### src/rtl/uart_rx.sv
// ---------------------------------------------------------------------------
// uart_rx : 8N1 serial receiver (LSB first) for the clk_uart domain.
//
// Recovers frames from the asynchronous rxd pin, checks the start and stop
// bits, and holds each good byte in a one-entry buffer for the bus side.
//
// Ports
//   clk_uart     in   only clock
//   rst_n        in   asynchronous, active-low reset
//   rxd          in   serial line, idle high, asynchronous to clk_uart
//   data         out  [7:0] last accepted byte, valid while data_ready is 1
//   data_ready   out  level, 1 while an unread byte is held
//   rd_ack       in   single-cycle consume strobe
//   frame_err    out  one-cycle pulse when the stop bit samples 0
//   overrun      out  one-cycle pulse when a good frame is dropped (buffer full)
//   o_dbg_state  out  [2:0] current receiver state (debug observation only)
//
// Handshake: data_ready is a level that rises when a byte is stored and stays
// high until the consumer pulses rd_ack for one cycle. A delivery that meets
// a full buffer is accepted only if rd_ack is high in that same cycle (the old
// byte is consumed and replaced); otherwise the new byte is dropped, the old
// byte is kept and overrun pulses. rd_ack while data_ready is 0 does nothing.
// ---------------------------------------------------------------------------
module uart_rx #(
  parameter int BAUD           = 115200,
  parameter int UART_CLK       = 11059200,
  parameter int COUNTER_PERIOD = UART_CLK / BAUD - 1,
  parameter int HALF_PERIOD    = COUNTER_PERIOD / 2
) (
  input  logic       clk_uart,
  input  logic       rst_n,
  input  logic       rxd,
  output logic [7:0] data,
  output logic       data_ready,
  input  logic       rd_ack,
  output logic       frame_err,
  output logic       overrun,
  output logic [2:0] o_dbg_state
);

  localparam logic [14:0] P_FULL = 15'(COUNTER_PERIOD);
  localparam logic [14:0] P_HALF = 15'(HALF_PERIOD);

  typedef enum logic [2:0] {
    S_IDLE  = 3'd0,
    S_START = 3'd1,
    S_DATA  = 3'd2,
    S_STOP  = 3'd3,
    S_BREAK = 3'd4
  } state_t;

  // Synchroniser flops reset high so a reset never looks like a start bit.
  logic        r_rxd_s1;
  logic        r_rxd_s2;

  state_t      r_state;
  state_t      w_next_state;

  logic [14:0] r_baud_cnt;
  logic [2:0]  r_bit_cnt;
  logic [7:0]  r_shift;
  logic [7:0]  r_data;
  logic        r_data_ready;
  logic        r_frame_err;
  logic        r_overrun;

  logic        w_fire;
  logic        w_load_half;
  logic        w_load_full;
  logic        w_clr_bit;
  logic        w_inc_bit;
  logic        w_shift_en;
  logic        w_deliver;
  logic        w_ferr;
  logic        w_accept;

  assign w_fire = (r_baud_cnt == 15'd0);

  // A good frame is stored if the buffer is empty or is being consumed now.
  assign w_accept = w_deliver && (!r_data_ready || rd_ack);

  // -------------------------------------------------------------------------
  // Input synchroniser
  // -------------------------------------------------------------------------
  always_ff @(posedge clk_uart or negedge rst_n) begin
    if (!rst_n) begin
      r_rxd_s1 <= 1'b1;
      r_rxd_s2 <= 1'b1;
    end else begin
      r_rxd_s1 <= rxd;
      r_rxd_s2 <= r_rxd_s1;
    end
  end

  // -------------------------------------------------------------------------
  // State register
  // -------------------------------------------------------------------------
  always_ff @(posedge clk_uart or negedge rst_n) begin
    if (!rst_n) begin
      r_state <= S_IDLE;
    end else begin
      r_state <= w_next_state;
    end
  end

  // -------------------------------------------------------------------------
  // Next-state and control strobes
  // -------------------------------------------------------------------------
  always_comb begin
    w_next_state = r_state;
    w_load_half  = 1'b0;
    w_load_full  = 1'b0;
    w_clr_bit    = 1'b0;
    w_inc_bit    = 1'b0;
    w_shift_en   = 1'b0;
    w_deliver    = 1'b0;
    w_ferr       = 1'b0;

    unique case (r_state)
      S_IDLE: begin
        if (!r_rxd_s2) begin
          w_load_half  = 1'b1;
          w_next_state = S_START;
        end
      end

      S_START: begin
        if (w_fire) begin
          if (!r_rxd_s2) begin
            w_load_full  = 1'b1;
            w_clr_bit    = 1'b1;
            w_next_state = S_DATA;
          end else begin
            // Line went back high before mid start bit: treat as a glitch.
            w_next_state = S_IDLE;
          end
        end
      end

      S_DATA: begin
        if (w_fire) begin
          w_shift_en  = 1'b1;
          w_load_full = 1'b1;
          if (r_bit_cnt == 3'd7) begin
            w_next_state = S_STOP;
          end else begin
            w_inc_bit = 1'b1;
          end
        end
      end

      S_STOP: begin
        if (w_fire) begin
          if (r_rxd_s2) begin
            // Back to IDLE at mid stop bit so the next start edge is caught.
            w_deliver    = 1'b1;
            w_next_state = S_IDLE;
          end else begin
            w_ferr       = 1'b1;
            w_next_state = S_BREAK;
          end
        end
      end

      S_BREAK: begin
        // A held-low line (break) must not be seen as a stream of starts.
        if (r_rxd_s2) begin
          w_next_state = S_IDLE;
        end
      end

      default: begin
        w_next_state = S_IDLE;
      end
    endcase
  end

  // -------------------------------------------------------------------------
  // Bit timer, bit counter and shift register
  // -------------------------------------------------------------------------
  always_ff @(posedge clk_uart or negedge rst_n) begin
    if (!rst_n) begin
      r_baud_cnt <= 15'd0;
      r_bit_cnt  <= 3'd0;
      r_shift    <= 8'h00;
    end else begin
      if (w_load_half) begin
        r_baud_cnt <= P_HALF;
      end else if (w_load_full) begin
        r_baud_cnt <= P_FULL;
      end else if (!w_fire) begin
        r_baud_cnt <= r_baud_cnt - 15'd1;
      end

      if (w_clr_bit) begin
        r_bit_cnt <= 3'd0;
      end else if (w_inc_bit) begin
        r_bit_cnt <= r_bit_cnt + 3'd1;
      end

      // LSB arrives first, so shift in from the top.
      if (w_shift_en) begin
        r_shift <= {r_rxd_s2, r_shift[7:1]};
      end
    end
  end

  // -------------------------------------------------------------------------
  // Receive buffer and status pulses
  // -------------------------------------------------------------------------
  always_ff @(posedge clk_uart or negedge rst_n) begin
    if (!rst_n) begin
      r_data       <= 8'h00;
      r_data_ready <= 1'b0;
      r_frame_err  <= 1'b0;
      r_overrun    <= 1'b0;
    end else begin
      r_frame_err <= w_ferr;
      r_overrun   <= w_deliver && !w_accept;

      if (w_accept) begin
        r_data       <= r_shift;
        r_data_ready <= 1'b1;
      end else if (rd_ack && !w_deliver) begin
        r_data_ready <= 1'b0;
      end
    end
  end

  assign data        = r_data;
  assign data_ready  = r_data_ready;
  assign frame_err   = r_frame_err;
  assign overrun     = r_overrun;
  assign o_dbg_state = r_state;

endmodule

### config.mk
export PLATFORM = sky130hd
export DESIGN_NAME = uart_rx
export DESIGN_NICKNAME = d
export VERILOG_FILES = /design/src/rtl/uart_rx.sv
export SDC_FILE = /design/constraint.sdc
export NUM_CORES = 1
export LEC_CHECK = 0
export ABC_CLOCK_PERIOD_IN_PS = 3100
export BUFFER_PORTS_ARGS = -buffer_cell sky130_fd_sc_hd__buf_2
export CORE_ASPECT_RATIO = 0.7
export CORE_MARGIN = 2
export CORE_UTILIZATION = 55
export DETAILED_ROUTE_END_ITERATION = 10
export PLACE_DENSITY = 0.81
export SETUP_SLACK_MARGIN = 0.5
export SLEW_MARGIN = 20
export SYNTH_ARGS = -nofsm -noshare
export SYNTH_HDL_FRONTEND = slang
export SYNTH_SLANG_ARGS = --single-unit
### constraint.sdc
create_clock -name clk_uart -period 3.1 [get_ports clk_uart]
set_clock_uncertainty 0.2 [all_clocks]
set_input_delay 0 -clock clk_uart [delete_from_list [all_inputs] [get_ports clk_uart]]
set_output_delay 0 -clock clk_uart [all_outputs]
set_load 0.005 [all_outputs]
==> summary.txt, run 1 <==
Route
  – Vias per Instance: ~6
  – DRC: 0
  – DR top layer: met4
  – DR iter-0 viols: approximately 150
  – Routed len/inst: approximately 16 um
  – Detailed-routing wirelength on met1: 1950 um
  – WL final: 4120 um
  – Met2 wire length: 1870 um
  – Drt pass-1 iters: 4
  – Metal3 WL: about 240 um
  – Vias: 1493
  – Final ANT Viol Nets: 0

Critical path
  – Worst EP required: 3080 ps
  – Setup CP Type: reg2reg
  – Crit end category: register
  – CP startpoint kind: register
  – Slowest CP cell: or4_1
  – CP arrival: 2410 ps
  – Critical path's largest stage delay: 610 ps
  – Peak fanout along the critical path: 10
  – CP Cell Sequence: or4_1, nor4_4, nand3_2, mux2_2

Synth
  – Top_reg_cell synth: dfrtp_1
  – Syn nets: approximately 180
  – Syn_area_per_cell: 11.4 sq um
  – Post-synth top area share: 50.0%
  – Fraction of registers with async set/reset: 100%
  – EDFF count, synth: 0
  – Commonest cells post-synth: 40 x dfrtp_1, 16 x mux2_2, 12 x nor2_1, 10 x nand2_1, 9 x nor4_1
  – Most common cell in the netlist: dfrtp_1
  – Syn Inst Count: roughly 180
  – Top post-synthesis cells by area: dfrtp_1 50%, mux2_2 9.0%, nor4_1 2.8%, dfstp_2 2.6%, ha_1 2.5%
  – Yosys cell types: between 40 and 50
  – Cell taking the most area after synthesis: dfrtp_1
  – Synth warnings: 0
  – Yosys reg bits: 42
  – Sequential area share after synthesis: 52.6%
  – Mapped Area: 0.00200 sq mm

STA
  – Slew Limit Fails: 0
  – Sum Neg Setup Slack: 0 ps
  – RSZ-0062 raised after global routing: false
  – Final Hold Viols: 0
  – Highest clock rate: slightly above 400 MHz
  – Worst slew margin: 39.8%
  – Tcrit/Tclk final: between 70% and 80%
  – Crit path time final: 2420 ps
  – Worst slew pin tran: 904 ps
  – Finish-stage setup viols: 0

Power and ir drop
  – Max rail drop VDD: 0.453 mV
  – LEAKAGE: 1.08 nW
  – Total power: between 0.9 and 1 mW
  – P per Cell Area: 437 mW/mm^2

Finish
  – Share of cells above drive strength 1: 27.4%
  – # diodes: 0
  – Area grow syn2layout: 13.5%
  – Number of nets in the layout: between 200 and 250
  – Fill cells: approximately 280

Hold path
  – Hold Path Class: in2reg

Floorplanning
  – Die Y: 54.5 um
  – Die width: 76.1 um
  – Die footprint: 0.00415 sq mm
  – Row count: 18
  – Io pins: 18
  – Core area: 0.00351 sq mm
  – Initial Util: 57.0%

Placed design
  – Routability congestion estimate: 0.895
  – Dpl hpwl: 2860 um
  – IO buf count: 17

Flow run
  – Max cap viols: 0

Global route
  – Pin count of the biggest net entering global routing: 43
  – Number of global-route vias before repair: 1341
  – Global route overflow: 0
  – GRT Overall Usage: 21.7%
  – Global-route wire length before repair: between 6000 and 7000 um
  – Initial antenna violation count: 0

Clock tree
  – H-tree depth: 2
  – Clk slew on worst S/H paths: 80 ps
  – CTS tree: yes
  – CTS Root Cell: clkbuf_8
  – Num CTS Buffers: 5
  – Clock latency on the worst-skew pair: 300 ps
  – Clock buffer depth: 2
  – Clock sink count: 42

Run status
  – Status: finished clean
==> worst paths after layout <==
path	depth (start not counted)	slack (ps)	end	startpoint
hold reg to reg	0	160	r_rxd_s2	r_rxd_s1
hold / removal	2	150	r_rxd_s1	rxd
min in group asynchronous	2	160	frame_err	rst_n
setup / recovery	4	680	r_shift[7]	r_baud_cnt[4]
setup reg to reg	4	680	r_shift[7]	r_baud_cnt[4]
max in group asynchronous	2	1970	r_baud_cnt[0]	rst_n
==> routing by layer <==
layer  vias up  global-route usage [%]
met5         -                       0
met3         7                    4.46
met1       729                    31.7
li1        711                       -
met4         0                    10.0
met2        46                    31.7
==> sequential cells by signal, indices dropped and copies added (netlist names) <==
| name | flops |
|---|---|
| data | 8 |
| data_ready | 1 |
| frame_err | 1 |
| o_dbg_state | 3 |
| overrun | 1 |
| r_baud_cnt | 15 |
| r_bit_cnt | 3 |
| r_rxd_s1 | 1 |
| r_rxd_s2 | 1 |
| r_shift | 8 |
==> through the flow <==
stage / hold slack (ps) / std cells / area [sq um] / utilization [%] / setup slack [ps]
after floorplan: -496 / 176 / 2000 / - / 853
after global placement: -93.0 / 240 / 2150 / 61.1 / 760
after detailed placement: -88.9 / 240 / 2150 / 61.1 / 698
after CTS: 140 / 251 / 2270 / 64.7 / 679
after global routing: 143 / 251 / 2270 / 64.7 / 569
final: 149 / 251 / 2270 / 64.7 / 676
==> power by group <==
| group | internal, mW | total (mW) | switching, mW |
|---|---|---|---|
| Sequential | 0.555 | 0.565 | 0.0103 |
| Combinational | 0.0203 | 0.0577 | 0.0374 |
| Clock | 0.179 | 0.369 | 0.190 |
| Total | 0.754 | 0.992 | 0.238 |
==> layout by cell type (no fill, tap or decap), drive strengths merged, types with 3 or more instances in the layout <==
master       count
or3              4
nand2b           4
ha               4
nor4            12
buf             20
dfrtp           40
dlygate4sd3      3
nor3             5
inv              5
nand4            3
mux2            17
o21ai            5
nand3b           3
nand2           10
o31ai            4
nor2            12
clkbuf           6
a31oi            4
a21oi            5
nand3            7
or4              6
==> critical path: cells and delay by family (launching register included) <==
family / cells / cell delay [ps]
simple gates: 3 / 1270
flops: 1 / 500
mux: 1 / 340
==> cells by family after synthesis <==
| kind of cell | synth area share [%] |
|---|---|
| muxes | 9.56 |
| xor gates and xnor gates | 1.31 |
| buffers and inverters | 2.19 |
| DFF | 52.6 |
| AOI/OAI and AO/OA | 8.63 |
| and+or+nand+nor | 23.2 |
| adders and majority gates | 2.50 |
==> repair_timing <==
| item | 4_1_cts | 5_1_grt |
|---|---|---|
| setup buffers | 0 | 0 |
| resized for setup | 0 | 0 |
| endpoints found under the hold margin | 43 | 0 |
| hold buffers | 3 | 0 |
==> layout make-up <==
| class | count | area, sq um | area share, % |
|---|---|---|---|
| Sequential cell | 42 | 1050 | 46.4 |
| Inverter | 5 | 18.8 | 0.826 |
| Multi-Input combinational cell | 123 | 905 | 39.8 |
| Timing Repair Buffer | 23 | 138 | 6.06 |
| Clock inverter | 2 | 12.5 | 0.551 |
| Tap cell | 50 | 62.6 | 2.75 |
| Clock buffer | 6 | 82.6 | 3.63 |
Power figures use the tool's default switching activity.
==> run 2: changes to the inputs <==
--- a/config.mk
+++ b/config.mk
@@ -5,13 +5,13 @@
 export SDC_FILE = /design/constraint.sdc
 export NUM_CORES = 1
 export LEC_CHECK = 0
-export ABC_CLOCK_PERIOD_IN_PS = 3100
+export ABC_CLOCK_PERIOD_IN_PS = 1900
 export BUFFER_PORTS_ARGS = -buffer_cell sky130_fd_sc_hd__buf_2
 export CORE_ASPECT_RATIO = 0.7
 export CORE_MARGIN = 2
-export CORE_UTILIZATION = 55
+export CORE_UTILIZATION = 52
 export DETAILED_ROUTE_END_ITERATION = 10
-export PLACE_DENSITY = 0.81
+export PLACE_DENSITY = 0.8
 export SETUP_SLACK_MARGIN = 0.5
 export SLEW_MARGIN = 20
 export SYNTH_ARGS = -nofsm -noshare
==> constraint.sdc (replaced) <==
create_clock -name clk_uart -period 1.9 [get_ports clk_uart]
set_clock_uncertainty 0.2 [all_clocks]
set_input_delay 0 -clock clk_uart [delete_from_list [all_inputs] [get_ports clk_uart]]
set_output_delay 0 -clock clk_uart [all_outputs]
set_load 0.005 [all_outputs]
==> run 2 against run 1 <==
  * The run now ends with negative hold slack, negative setup slack left
  * First-iteration DRC count grew 20%
  * Final area grew 33%
  * Final cell count grew 18%
  * Clock power grew 130%
  * Utilization grew 19 points
  * Sequential cell count is the same
  * Via count grew 33%
  * Critical path type unchanged
  * Critical endpoint is now data[7]
==> summary.txt, run 2 (synthesized netlist as in run 1, its figures left out) <==
Route
  – Final ANT Viol Nets: 0
  – DR iter-0 viols: roughly 180
  – Vias per Instance: 6.66
  – DRC: 0
  – Routed len/inst: 24.4 um
  – WL final: around 7200 um
  – Drt pass-1 iters: 7
  – Vias: 1979

Finish
  – Share of cells above drive strength 1: 58.3%
  – Reg with most FFs: r_baud_cnt
  – Area occupied by multi-input gates: 0.00120 sq mm
  – Number of nets in the layout: ~250
  – Largest register FFs: 15
  – Cell area after layout: 0.00303 sq mm
  – Non-Filler Instances: between 200 and 300
  – Most frequent cells in the layout: 40 x dfrtp_1, 35 x buf_4, 17 x buf_2
  – Area grow syn2layout: 51.4%
  – Seq. cell area: 0.00105 sq mm
  – Post-Route Utilization: 84.1%
  – # diodes: 0
  – Most common cell after layout, fill and taps aside: dfrtp_1
  – Fill cells: 168

Critical path
  – CP startpoint kind: register
  – Family with the most delay on the worst path: simple AND/OR/NAND/NOR gates
  – CP arrival: 2360 ps
  – Crit end category: register
  – Bufs and invs on worst path: 1
  – Peak fanout along the critical path: 8
  – Critical path's largest stage delay: roughly 600 ps
  – Slowest CP cell: or4_4
  – CP Cell Sequence: or4_4, nor4_4, buf_4, nand4b_4, mux2_4
  – Setup CP Type: reg2reg
  – Worst EP required: 1900 ps

Clock tree
  – Clock buffer depth: 2
  – CTS Root Cell: clkbuf_8
  – Clk slew on worst S/H paths: 90 ps
  – H-tree depth: 2
  – Clock sink count: 42
  – Clock latency on the worst-skew pair: 310 ps
  – CTS tree: yes
  – Num CTS Buffers: 5
  – Post-CTS Hold Fix Bufs: 2

Placed design
  – Placed cell areas: approximately 0.0024 sq mm
  – Dpl hpwl: 3730 um
  – Pre-CTS setup slack: -445 ps
  – Routability congestion estimate: 0.884
  – IO buf count: 17
  – Placed cell count: 267

STA
  – Setup ws final: -464 ps
  – Worst slew pin tran: 545 ps
  – Worst slew margin: between 60% and 70%
  – Finish-stage setup viols: 40
  – Min Hold Slack: -123 ps
  – Highest clock rate: 423 MHz
  – Final Hold Viols: 5
  – Slew Limit Fails: 0
  – Tcrit/Tclk final: 124%
  – RSZ-0062 raised after global routing: true
  – Sum Neg Setup Slack: -13060 ps
  – Crit path time final: 2360 ps

Run status
  – Status: finished with violations
  – Violated checks: negative hold slack, negative setup slack

Floorplanning
  – Die footprint: 0.00437 sq mm
  – Die width: between 70 and 80 um
  – Io pins: 18
  – Row count: 18
  – Initial Util: a little under three fifths
  – Core area: 0.00360 sq mm
  – Die Y: 55.9 um

Power and ir drop
  – Max rail drop VDD: 0.588 mV
  – P per Cell Area: 652 mW/mm^2
  – LEAKAGE: 1.42 nW
  – Total power: 1.98 mW

Flow run
  – Max cap viols: 0

Hold path
  – Hold Path Class: in2reg

Global route
  – Global-route wire length before repair: 10100 um
  – Pin count of the biggest net entering global routing: 23
  – Number of global-route vias before repair: 1944
  – GRT Overall Usage: 30.9%
  – Initial antenna violation count: 0
  – Global route overflow: 0
[run 2: worst paths after layout]
| kind | startpoint | endpoint | slack, ps | depth (start not counted) |
|---|---|---|---|---|
| worst min register to register | r_rxd_s1 | r_rxd_s2 | 170 | 0 |
| worst min-delay path | rd_ack | overrun | -120 | 3 |
| worst max-delay path | r_baud_cnt[9] | data[7] | -460 | 5 |
| max in group asynchronous | rst_n | r_rxd_s1 | 920 | 3 |
| worst max register to register | r_baud_cnt[9] | data[7] | -460 | 5 |
| min in group asynchronous | rst_n | r_baud_cnt[13] | 0 | 2 |
[run 2: layer usage]
metal	GRT usage [%]	wire, um
met5	0	0
met4	15.3	430
met3	7.31	521
met2	50.4	3450
met1	38.9	2840
[run 2: final cells by class]
cell class / instances / share of cell area (%)
flip-flops and latches: 42 / 34.8
clock inverters: 3 / 2.27
well taps: 50 / 2.06
clock buffers: 5 / 2.27
inverters: 5 / 0.619
multi-input cells: 123 / 39.7
repair buffers: 69 / 18.3
[run 2: report_power, final]
group          total (mW)  switching, mW  leakage, nW  internal, mW
Sequential          0.916         0.0105        0.564         0.906
Clock               0.863          0.336       0.0683         0.526
Combinational       0.198          0.117        0.786        0.0815
Total                1.98          0.463         1.42          1.51
[run 2: worst min-delay path: cells and delay by family]
family | cells | cell delay, ps
buffers and inverters | 1 | 80
AND/OR/NAND/NOR | 2 | 270
[run 2: timing repair]
action                                  in CTS  in global routing
pin swaps                                   18                 15
endpoints found under the hold margin       43                  2
endpoints found under the setup margin      40                 40
buffers inserted                            11                  9
resized for setup                           25                 40
